**config.mk**
```make
export PLATFORM = sky130hd
export DESIGN_NAME = bit_serializer_flat
export DESIGN_NICKNAME = d
export VERILOG_FILES = /design/src/rtl/bit_serializer_if.sv /design/src/rtl/bit_serializer.sv /design/src/flat_wrapper.sv
export SDC_FILE = /design/constraint.sdc
export NUM_CORES = 1
export LEC_CHECK = 0
export BUFFER_PORTS_ARGS = -buffer_cell sky130_fd_sc_hd__buf_2
export CORE_UTILIZATION = 31
export DETAILED_ROUTE_END_ITERATION = 12
export PLACE_DENSITY_LB_ADDON = 0.25
export SETUP_SLACK_MARGIN = 0.4
export SLEW_MARGIN = 0
export SYNTH_ARGS = -nofsm -noshare
export SYNTH_HDL_FRONTEND = slang
export SYNTH_SLANG_ARGS = --single-unit
```
**constraint.sdc**
```tcl
create_clock -name clock -period 2.3 [get_ports clock]
set_clock_uncertainty 0.15 [all_clocks]
set_input_delay 0.23 -clock clock [delete_from_list [all_inputs] [get_ports clock]]
set_output_delay 0.23 -clock clock [all_outputs]
set_load 0.03 [all_outputs]
```
**src/rtl/bit_serializer_if.sv**
```systemverilog
// bit_serializer_if -- load/serial bundle for bit_serializer.
//   load_valid / load_data / load_ready : parallel word handshake (upstream -> serializer)
//   out_bit / out_valid / frame_done    : serial output stream (serializer -> downstream)
// master: the upstream/downstream environment; slave: the serializer itself.
interface bit_serializer_if #(
  parameter int unsigned WIDTH = 8
);
  logic             load_valid;
  logic [WIDTH-1:0] load_data;
  logic             load_ready;
  logic             out_bit;
  logic             out_valid;
  logic             frame_done;

  modport master (
    output load_valid, load_data,
    input  load_ready, out_bit, out_valid, frame_done
  );

  modport slave (
    input  load_valid, load_data,
    output load_ready, out_bit, out_valid, frame_done
  );
endinterface

```
**src/rtl/bit_serializer.sv**
```systemverilog
// bit_serializer -- parallel-to-serial converter, MSB first, one bit per clock.
// Ports:
//   clock       single rising-edge clock
//   reset       synchronous active-high reset
//   bus (slave) load_valid/load_data/load_ready handshake in,
//               out_bit/out_valid/frame_done registered serial stream out
// A one-word hold buffer lets the next word be accepted mid-frame so that
// back-to-back frames leave the serial line with no idle gap.
module bit_serializer #(
  parameter int unsigned WIDTH    = 8,
  parameter logic        IDLE_BIT = 1'b0
) (
  input  logic            clock,
  input  logic            reset,
  bit_serializer_if.slave bus
);
  localparam int unsigned     CW   = (WIDTH > 1) ? $clog2(WIDTH) : 1;
  localparam logic [CW-1:0]   LAST = CW'(WIDTH - 1);
  localparam logic [CW-1:0]   ONE  = CW'(1);

  typedef enum logic {IDLE, SHIFT} state_t;

  state_t           state_q, state_d;
  logic [WIDTH-1:0] shreg_q, shreg_d;
  logic [WIDTH-1:0] hold_q, hold_d;
  logic             hold_full_q, hold_full_d;
  logic [CW-1:0]    cnt_q, cnt_d;
  logic             out_bit_q, out_valid_q, frame_done_q;
  logic             accept;

  assign bus.load_ready = !hold_full_q && !reset;
  assign accept         = bus.load_valid && bus.load_ready;

  // cnt_q is the index (0 = MSB) of the bit currently on out_bit.
  always_comb begin
    state_d     = state_q;
    shreg_d     = shreg_q;
    hold_d      = hold_q;
    hold_full_d = hold_full_q;
    cnt_d       = cnt_q;
    unique case (state_q)
      IDLE: begin
        if (accept) begin
          shreg_d = bus.load_data;
          cnt_d   = '0;
          state_d = SHIFT;
        end
      end
      SHIFT: begin
        if (cnt_q == LAST) begin
          // Frame boundary: a held word has priority; otherwise a word
          // accepted on this very edge is loaded directly.
          cnt_d = '0;
          if (hold_full_q) begin
            shreg_d     = hold_q;
            hold_full_d = 1'b0;
          end else if (accept) begin
            shreg_d = bus.load_data;
          end else begin
            state_d = IDLE;
          end
        end else begin
          shreg_d = {shreg_q[WIDTH-2:0], 1'b0};
          cnt_d   = cnt_q + ONE;
          if (accept) begin
            hold_d      = bus.load_data;
            hold_full_d = 1'b1;
          end
        end
      end
      default: state_d = IDLE;
    endcase
  end

  // Outputs are registered from the next-state values so the bit on the
  // line always corresponds to the state held in the same cycle.
  always_ff @(posedge clock) begin
    if (reset) begin
      state_q      <= IDLE;
      shreg_q      <= '0;
      hold_q       <= '0;
      hold_full_q  <= 1'b0;
      cnt_q        <= '0;
      out_bit_q    <= IDLE_BIT;
      out_valid_q  <= 1'b0;
      frame_done_q <= 1'b0;
    end else begin
      state_q      <= state_d;
      shreg_q      <= shreg_d;
      hold_q       <= hold_d;
      hold_full_q  <= hold_full_d;
      cnt_q        <= cnt_d;
      out_valid_q  <= (state_d == SHIFT);
      out_bit_q    <= (state_d == SHIFT) ? shreg_d[WIDTH-1] : IDLE_BIT;
      frame_done_q <= (state_d == SHIFT) && (cnt_d == LAST);
    end
  end

  assign bus.out_bit    = out_bit_q;
  assign bus.out_valid  = out_valid_q;
  assign bus.frame_done = frame_done_q;
endmodule

```
**src/flat_wrapper.sv**
```systemverilog
// flat-port wrapper written by rule: the top's interface ports become plain ports
module bit_serializer_flat 
#(
  parameter int unsigned WIDTH    = 8,
  parameter logic        IDLE_BIT = 1'b0
)
  (clock, reset, bus_load_valid, bus_load_data, bus_load_ready, bus_out_bit, bus_out_valid, bus_frame_done);
  bit_serializer_if #(.WIDTH(WIDTH)) bus_i ();
  input  logic clock;
  input  logic reset;
  input wire logic [$bits(bus_i.load_valid)-1:0] bus_load_valid;
  input wire logic [$bits(bus_i.load_data)-1:0] bus_load_data;
  output wire logic [$bits(bus_i.load_ready)-1:0] bus_load_ready;
  output wire logic [$bits(bus_i.out_bit)-1:0] bus_out_bit;
  output wire logic [$bits(bus_i.out_valid)-1:0] bus_out_valid;
  output wire logic [$bits(bus_i.frame_done)-1:0] bus_frame_done;
  assign bus_i.load_valid = bus_load_valid;
  assign bus_i.load_data = bus_load_data;
  assign bus_load_ready = bus_i.load_ready;
  assign bus_out_bit = bus_i.out_bit;
  assign bus_out_valid = bus_i.out_valid;
  assign bus_frame_done = bus_i.frame_done;
  bit_serializer #(.WIDTH(WIDTH), .IDLE_BIT(IDLE_BIT)) u_core (.clock(clock), .reset(reset), .bus(bus_i));
endmodule
```
# Word-level counts from Yosys, hierarchy flattened
# Cells that the tools add are included.
dict set report word_totals {
  input_bits 11
  reg_bits 23
}
dict set report op_classes {
  reduce_logical 9
  addsub 1
  mux 13
  bitwise 3
  eq_ne 2
}
# operator count
set ops {}
lappend ops {{8-bit two-way mux} 3}
lappend ops {{8-bit one-hot mux with 2 select lines} 1}
lappend ops {{3-bit equality test, second input constant} 2}
lappend ops {{3-bit two-way mux} 2}
lappend ops {{3-bit one-hot mux with 2 select lines} 1}
lappend ops {{1-bit two-way mux} 5}
lappend ops {{3-bit by 1-bit adder with 3-bit output, second input constant} 1}
lappend ops {{1-bit logical AND} 3}
lappend ops {{1-bit NOT} 3}
lappend ops {{3-bit AND reduction} 1}
lappend ops {{1-bit zero test} 2}
lappend ops {{1-bit one-hot mux with 2 select lines} 1}
lappend ops {{2-bit AND reduction} 1}
lappend ops {{2-bit nonzero test} 1}
lappend ops {{2-bit OR reduction} 1}

# Logic depth before layout (Yosys ltp)
# Gate-level depths: netlist (run 1).
dict set report depth {
  word_depth 9
  mapped_depth 7
}

# Worst setup path after synthesis (run 1)
# OpenSTA, ideal clock, no wires.
dict set report synth_timing {
  path_type {register to register}
  startpoint {register u_core.cnt_q[0]}
  endpoint {register u_core.hold_q[0]}
  arrival_ns 1.330
  setup_ns 0.117
  path_stages_with_launch 7
  slack_ns 0.702
  period_less_slack_ns 1.598
  n_path_buf 1
  path_cell_list {dfxtp_1 -> ha_1 -> ha_1 -> buf_4 -> nand3b_1 -> o211ai_1 -> nand2_1}
}
dict set report synth_between {
  elab_chain_cells 3
}
# item line_no
set synth_lines {}
lappend synth_lines {{from (decl)} bit_serializer.sv:27} ;# logic [CW-1:0] cnt_q, cnt_d;
lappend synth_lines {{from (signal assigned)} bit_serializer.sv:92} ;# cnt_q <= cnt_d;
lappend synth_lines {{3-bit equality test} bit_serializer.sv:50} ;# if (cnt_q == LAST) begin
lappend synth_lines {{1-bit NOT (no line)} --}
lappend synth_lines {{3-bit AND reduction (no line)} --}
lappend synth_lines {{to (signal assigned)} bit_serializer.sv:90} ;# hold_q <= hold_d;
lappend synth_lines {{to (decl)} bit_serializer.sv:25} ;# logic [WIDTH-1:0] hold_q, hold_d;
# Every way passes these cells.
# A chain may end at the register's enable or synchronous reset.

# Final worst setup path (run 1)
dict set report layout_timing {
  startpoint {register u_core.cnt_q[0]}
  endpoint {register u_core.hold_q[1]}
}
# Same word-level chain as after synthesis.

==> results.cfg, run 1 <==
[finish]
fillers = 329
register_area_um2 = 440
stdcell_area_um2 = 1210
syn_to_final_growth_pct = 14.9
finalNonFillerCells = 168
multi_input_area_um2 = 531
drive_gt1_share_pct = 21.0
nets = 139
n_antenna_cell = 0

[clock_network]
clock_latency_ps = 310
htree_levels = 1
cts_sinks = 22
path_clk_slew_ps = 110
cts_buffers = 3
root_buffer = clkbuf_4
post_cts_buffers = 0
cts_tree = yes
clockBufferDepth = 2

[placement]
dpl.cell_count = 158
dp_slack_ps = 469
placed_cell_area_um2 = 1110
gp_congestion = 0.740
dp_hpwl_um = 1600
io_buffer_count = 14

[sta]
layout_setup_ws_ps = 521
slew_headroom_pct = 65.1
finalSetupViolations = 0
fin_crit_ps = 1780
fin_tns_setup_ps = 0
timing.final.hold_violations = 0
max_freq_ghz = 0.562
rsz0062_at_grt = no
worstMarginPinSlew_ps = 521
finalCritPeriodShare_pct = 77.3
slew_viol_final = 0

[worst_setup_path]
rr_endpoint = u_core.hold_q[1]$_SDFFE_PP0P_
endpoint_kind = flop
crit_type = reg -> reg
rr_worst_depth = 5
startpoint = u_core.cnt_q[0]$_SDFF_PP0_
r2r_start = u_core.cnt_q[0]$_SDFF_PP0_
start_kind = flop
critical_path_required_ps = 2360
r2r_setup_slack_ps = 520
worstPathMaxFanout = 8
arrival_ps = 1840
crit_path_end = u_core.hold_q[1]$_SDFFE_PP0P_

[outcome]
status = finished, final reports clean

[routing]
dr.first_iter.drc_count = 52
vias_per_cell = 5.25
dr.pass1.iters = 4
routed_wl_um = 2330
antenna_left = 0
wire_per_inst_um = 13.9
remaining_drc_errors = 0
num_vias = 882

[synth]
post_synth.cell_area_avg_um2 = 9.64
ys_seq_elements = 22
synth_fp_nets = 122
synth_area_um2 = 1050
ys_seq_area_share_pct = 41.9
yosysUniqueCellTypes = 29
yosys_warnings = 0
synthCells = 109

[hold_path]
hold_class = in -> reg

[global_routing]
gr-total-overflow = 0
grt_use_total_pct = 14.9
grt_pass1_vias = 837
grt_start_max_net_pins = 16
antenna_found_initial = 0
grt_pass1_wl_um = 3950

[power]
ir_worst_vdd_mv = 0.260
p_leak_nw = 0.485
power_density_nw_per_um2 = 600

[die]
io-pin-count = 15
initial_core_util_pct = 33.6
die_area_um2 = 3630
die_width_um = 60.2
rows = 20
die_y_um = 60.2
core_area_um2 = 3130

[run]
cap_violations = 0
[power breakdown]
| group | switching (W) | leakage (nW) | internal, W |
|---|---|---|---|
| Combinational | 0.0000712 | 0.291 | 0.0000541 |
| Sequential | 0.0000202 | 0.180 | 0.000405 |
| Clock | 0.000112 | 0.0138 | 0.0000612 |
[cell families after synthesis]
group | Yosys count | synth area share, %
and+or+nand+nor | 33 | 17.6
AOI/OAI and AO/OA | 32 | 23.3
DFF | 22 | 41.9
buffers and inverters | 13 | 8.09
muxes | 7 | 6.67
adders and majority gates | 2 | 2.38
[worst min-delay path by stage]
stage	slack (ps)	depth (start not counted)	startpoint	to
2_1_floorplan	200	2	bus_load_data[0]	u_core.hold_q[0]$_SDFFE_PP0P_
3_3_place_gp	310	3	bus_load_data[0]	u_core.hold_q[0]$_SDFFE_PP0P_
3_5_place_dp	310	3	bus_load_data[1]	u_core.hold_q[1]$_SDFFE_PP0P_
4_1_cts	3	3	bus_load_data[4]	u_core.hold_q[4]$_SDFFE_PP0P_
5_1_grt	9	3	bus_load_data[4]	u_core.hold_q[4]$_SDFFE_PP0P_
6_report	8	3	bus_load_data[4]	u_core.hold_q[4]$_SDFFE_PP0P_
[area by class of cell]
cell class / count / share of cell area [%]
tap: 44 / 4.56
timing repair buffer: 22 / 12.2
clock buffer: 3 / 1.87
inverter: 3 / 0.933
sequential: 22 / 36.5
multi-input combinational: 74 / 43.9
[what timing repair did]
| action | CTS | global route |
|---|---|---|
| hold buffers | 7 | 0 |
| resized for setup | 0 | 2 |
| setup endpoints to repair | 0 | 13 |
| hold endpoints to repair | 7 | 0 |
[per-layer routing]
layer	up-vias	wire [um]	GRT usage, %
met3	2	99	5.19
met2	17	1070	22.4
met4	0	14	2.99
met1	426	1150	20.5
met5	-	0	0
li1	437	-	-
[state kept, by name, indices dropped and copies added, names as in the netlist]
register and cells:
u_core.bus.frame_done 1, u_core.bus.out_bit 1, u_core.cnt_q 3, u_core.hold_full_q 1
u_core.hold_q 8, u_core.shreg_q 7, u_core.state_q 1
[stage by stage]
| step | util [%] | total power (W) | hold slack [ps] |
|---|---|---|---|
| final | 38.6 | 0.000724 | 8.24 |
| after global routing | 38.6 | 0.000763 | 8.99 |
| after CTS | 38.4 | 0.000731 | 3.19 |
| after detailed placement | 35.5 | 0.000549 | 311 |
| after global placement | 35.5 | 0.000548 | 307 |
| after floorplan | - | 0.000524 | 203 |
[critical path: stages (launching register included)]
cell	delay, ps
dfxtp_1	350
ha_1	210
ha_2	230
nand3b_1	370
o211ai_1	300
nand2_1	70
[cell usage after synthesis (all sizes together)]
cell type	number	share of area [%]
nand3	11	5.2
mux2i	7	6.7
nor2	2	0.71
nand2b	3	2.5
nand3b	1	0.71
clkbuf	1	0.36
dfxtp	22	42
a21oi	5	2.4
nor3b	1	0.71
clkinv	1	0.36
ha	2	2.4
inv	2	0.71
nand2	12	4.3
buf	9	6.7
a21o	1	0.71
nor2b	1	0.60
o211ai	8	5.7
or3	1	0.60
o32ai	6	5.0
o221ai	1	0.83
a211oi	10	8.1
a31oi	1	0.60
nor4b	1	2.3
[cells in the final DEF, fill, tap and decap left out]
cell type	Yosys	routed
nor4b_4	1	1
nor2_1	2	2
mux2i_1	7	7
clkbuf_4	0	3
dlygate4sd3_1	0	7
a211oi_1	8	8
ha_2	0	1
a21oi_1	5	5
o32ai_1	6	6
a211oi_2	2	2
or3_1	1	1
nand2b_1	2	1
nand2_1	12	12
a31oi_1	1	1
clkinv_1	1	1
o211ai_1	8	8
inv_2	2	2
nand3b_1	1	1
nand2b_2	0	1
ha_1	2	1
nand3_1	11	11
buf_2	4	14
dfxtp_1	22	22
buf_4	2	1
nor2b_1	1	1
a21o_1	1	1
o221ai_1	1	1
nor3b_1	1	1
nand2b_4	1	1
Power figures use the tool's default switching activity.
==> inputs of run 2 (changes only) <==
Clock period 2.3 ns to 1.7 ns, I/O delays scaled along.
==> run 2 against run 1 <==
Final area rose by 37%. First-iteration DRC count fell by 15%. Die area did not move. Sequential share of layout area fell by 9.3 points. Sequential cell count did not move. Largest power group unchanged. Fmax rose by 14%. Count of clock-buffer cells in the layout rose by 1.
==> results.cfg, run 2 (synthesized netlist as in run 1, its figures left out) <==
[outcome]
status = finished, final reports clean

[die]
core_area_um2 = 3130
initial_core_util_pct = 33.6
io-pin-count = 15
die_area_um2 = 3630
die_y_um = 60.2
die_width_um = 60.2
rows = 20

[finish]
top_regs = u_core.hold_q (8), u_core.shreg_q (7), u_core.cnt_q (3)
top_register = u_core.hold_q
finalCoreUtilization_pct = 52.9
mostFrequentLayoutCells = dfxtp_1, buf_4, buf_2
drive_gt1_share_pct = 52.4
largest_register_ffs = 8
n_antenna_cell = 0
final_common_cell = dfxtp_1
nets = 161
finalNonFillerCells = 191
syn_to_final_growth_pct = 57.5

[power]
clkPwrFrac_pct = 25.8
p_int_w = 0.000826
power_density_nw_per_um2 = 714
p_comb_share_pct = 25.1
switching_share_pct = 30.1
power_w = 0.00118
p_seq_share_pct = 49.1
p_sw_w = 0.000356
p_leak_nw = 0.638
ir_worst_vdd_mv = 0.347

[placement]
io_buffer_count = 14
dpl.cell_count = 163
dp_hpwl_um = 1780
gp_congestion = 0.780

[routing]
dr.pass1.iters = 4
num_vias = 998
remaining_drc_errors = 0
dr.first_iter.drc_count = 44
antenna_left = 0
wire_per_inst_um = 16.2
vias_per_cell = 5.23
routed_wl_um = 3100

[clock_network]
cts_buffers = 3
clock_latency_ps = 310
cts_tree = yes
path_clk_slew_ps = 130
htree_levels = 1
cts_sinks = 22
root_buffer = clkbuf_4
clockBufferDepth = 2

[worst_setup_path]
endpoint_kind = flop
crit_type = reg -> reg
critical_path_required_ps = 1780
crit_path_end = u_core.bus.frame_done$_SDFF_PP0_
rr_worst_depth = 5
startpoint = u_core.cnt_q[1]$_SDFF_PP0_
arrival_ps = 1640
r2r_start = u_core.cnt_q[1]$_SDFF_PP0_
r2r_setup_slack_ps = 140
rr_endpoint = u_core.bus.frame_done$_SDFF_PP0_
worstPathMaxFanout = 7
start_kind = flop

[global_routing]
grt_start_max_net_pins = 13
antenna_found_initial = 0
grtUsageMet3_pct = 1.95
grt_pass1_vias = 937
use_met2_pct = 27.8
busiest_layer = met2
grt_pass1_wl_um = 4620
met1_usage_pct = 23.7
gr-total-overflow = 0
grt_use_total_pct = 17.4

[sta]
fin_tns_setup_ps = 0
worstMarginPinSlew_ps = 316
max_freq_ghz = 0.642
rsz0062_at_grt = yes
slew_viol_final = 0
finalSetupViolations = 0
timing.final.hold_violations = 0
finalCritPeriodShare_pct = 91.7
slew_headroom_pct = 78.8
whs_ps = 25.9
fin_crit_ps = 1560

[hold_path]
worst_hold_path.num_cells = 2
hp-start = reset
hold_class = in -> reg

[run]
cap_violations = 0
## run 2: cell types whose count changed in the layout (fill, tap and decap cells not counted), sizes merged
cell         change
buf             +19
dlygate4sd3      +2
clkbuf           +2
## run 2: worst min-delay path by stage
stage                     slack, ps                            end
after global routing             10     u_core.cnt_q[1]$_SDFF_PP0_
final                            30     u_core.cnt_q[1]$_SDFF_PP0_
after global placement          250  u_core.hold_q[7]$_SDFFE_PP0P_
after CTS                         8     u_core.cnt_q[1]$_SDFF_PP0_
after floorplan                 140  u_core.hold_q[1]$_SDFFE_PP0P_
after detailed placement        260  u_core.hold_q[7]$_SDFFE_PP0P_
## run 2: cell type report
class / instances / area (um^2)
Fill cell: 280 / 1470
Multi-Input combinational cell: 74 / 754
Sequential cell: 22 / 450
Timing Repair Buffer: 44 / 348
Tap cell: 44 / 55.1
Clock buffer: 4 / 36.3
Inverter: 3 / 11.3
## run 2: per-stage QoR
step / area (um^2) / worst slack, ps
2_1_floorplan: 1150 / 177
3_3_place_gp: 1230 / 36.9
3_5_place_dp: 1230 / -41.7
4_1_cts: 1520 / 145
5_1_grt: 1660 / 61.5
6_report: 1660 / 141
## run 2: power groups by stage
| stage | combinational, W | sequential, W | clock [W] |
|---|---|---|---|
| after floorplan | 0.000148 | 0.000586 | 0 |
| after global placement | 0.000182 | 0.000591 | 0 |
| after detailed placement | 0.000183 | 0.000591 | 0 |
| after CTS | 0.000252 | 0.000577 | 0.000305 |
| after global routing | 0.000315 | 0.000584 | 0.000323 |
| final | 0.000297 | 0.000580 | 0.000306 |
## run 2: repair_timing
item / CTS / global route
hold buffers: 9 / 0
pin swaps: 11 / 4
setup endpoints to repair: 20 / 21
resized for setup: 24 / 14
setup buffers: 10 / 5
endpoints found under the hold margin: 10 / 0
## run 2: layer usage
layer	part of all wire, %	vias up
li1	-	483
met1	45	483
met2	51	30
met3	4.0	2
met4	0.55	0
met5	0	-
## run 2: worst max-delay path: stages (launching register included)
cell and delay, ps:
dfxtp_2 360, ha_4 160, ha_4 190, buf_4 140, or3_1 320, a211oi_2 160
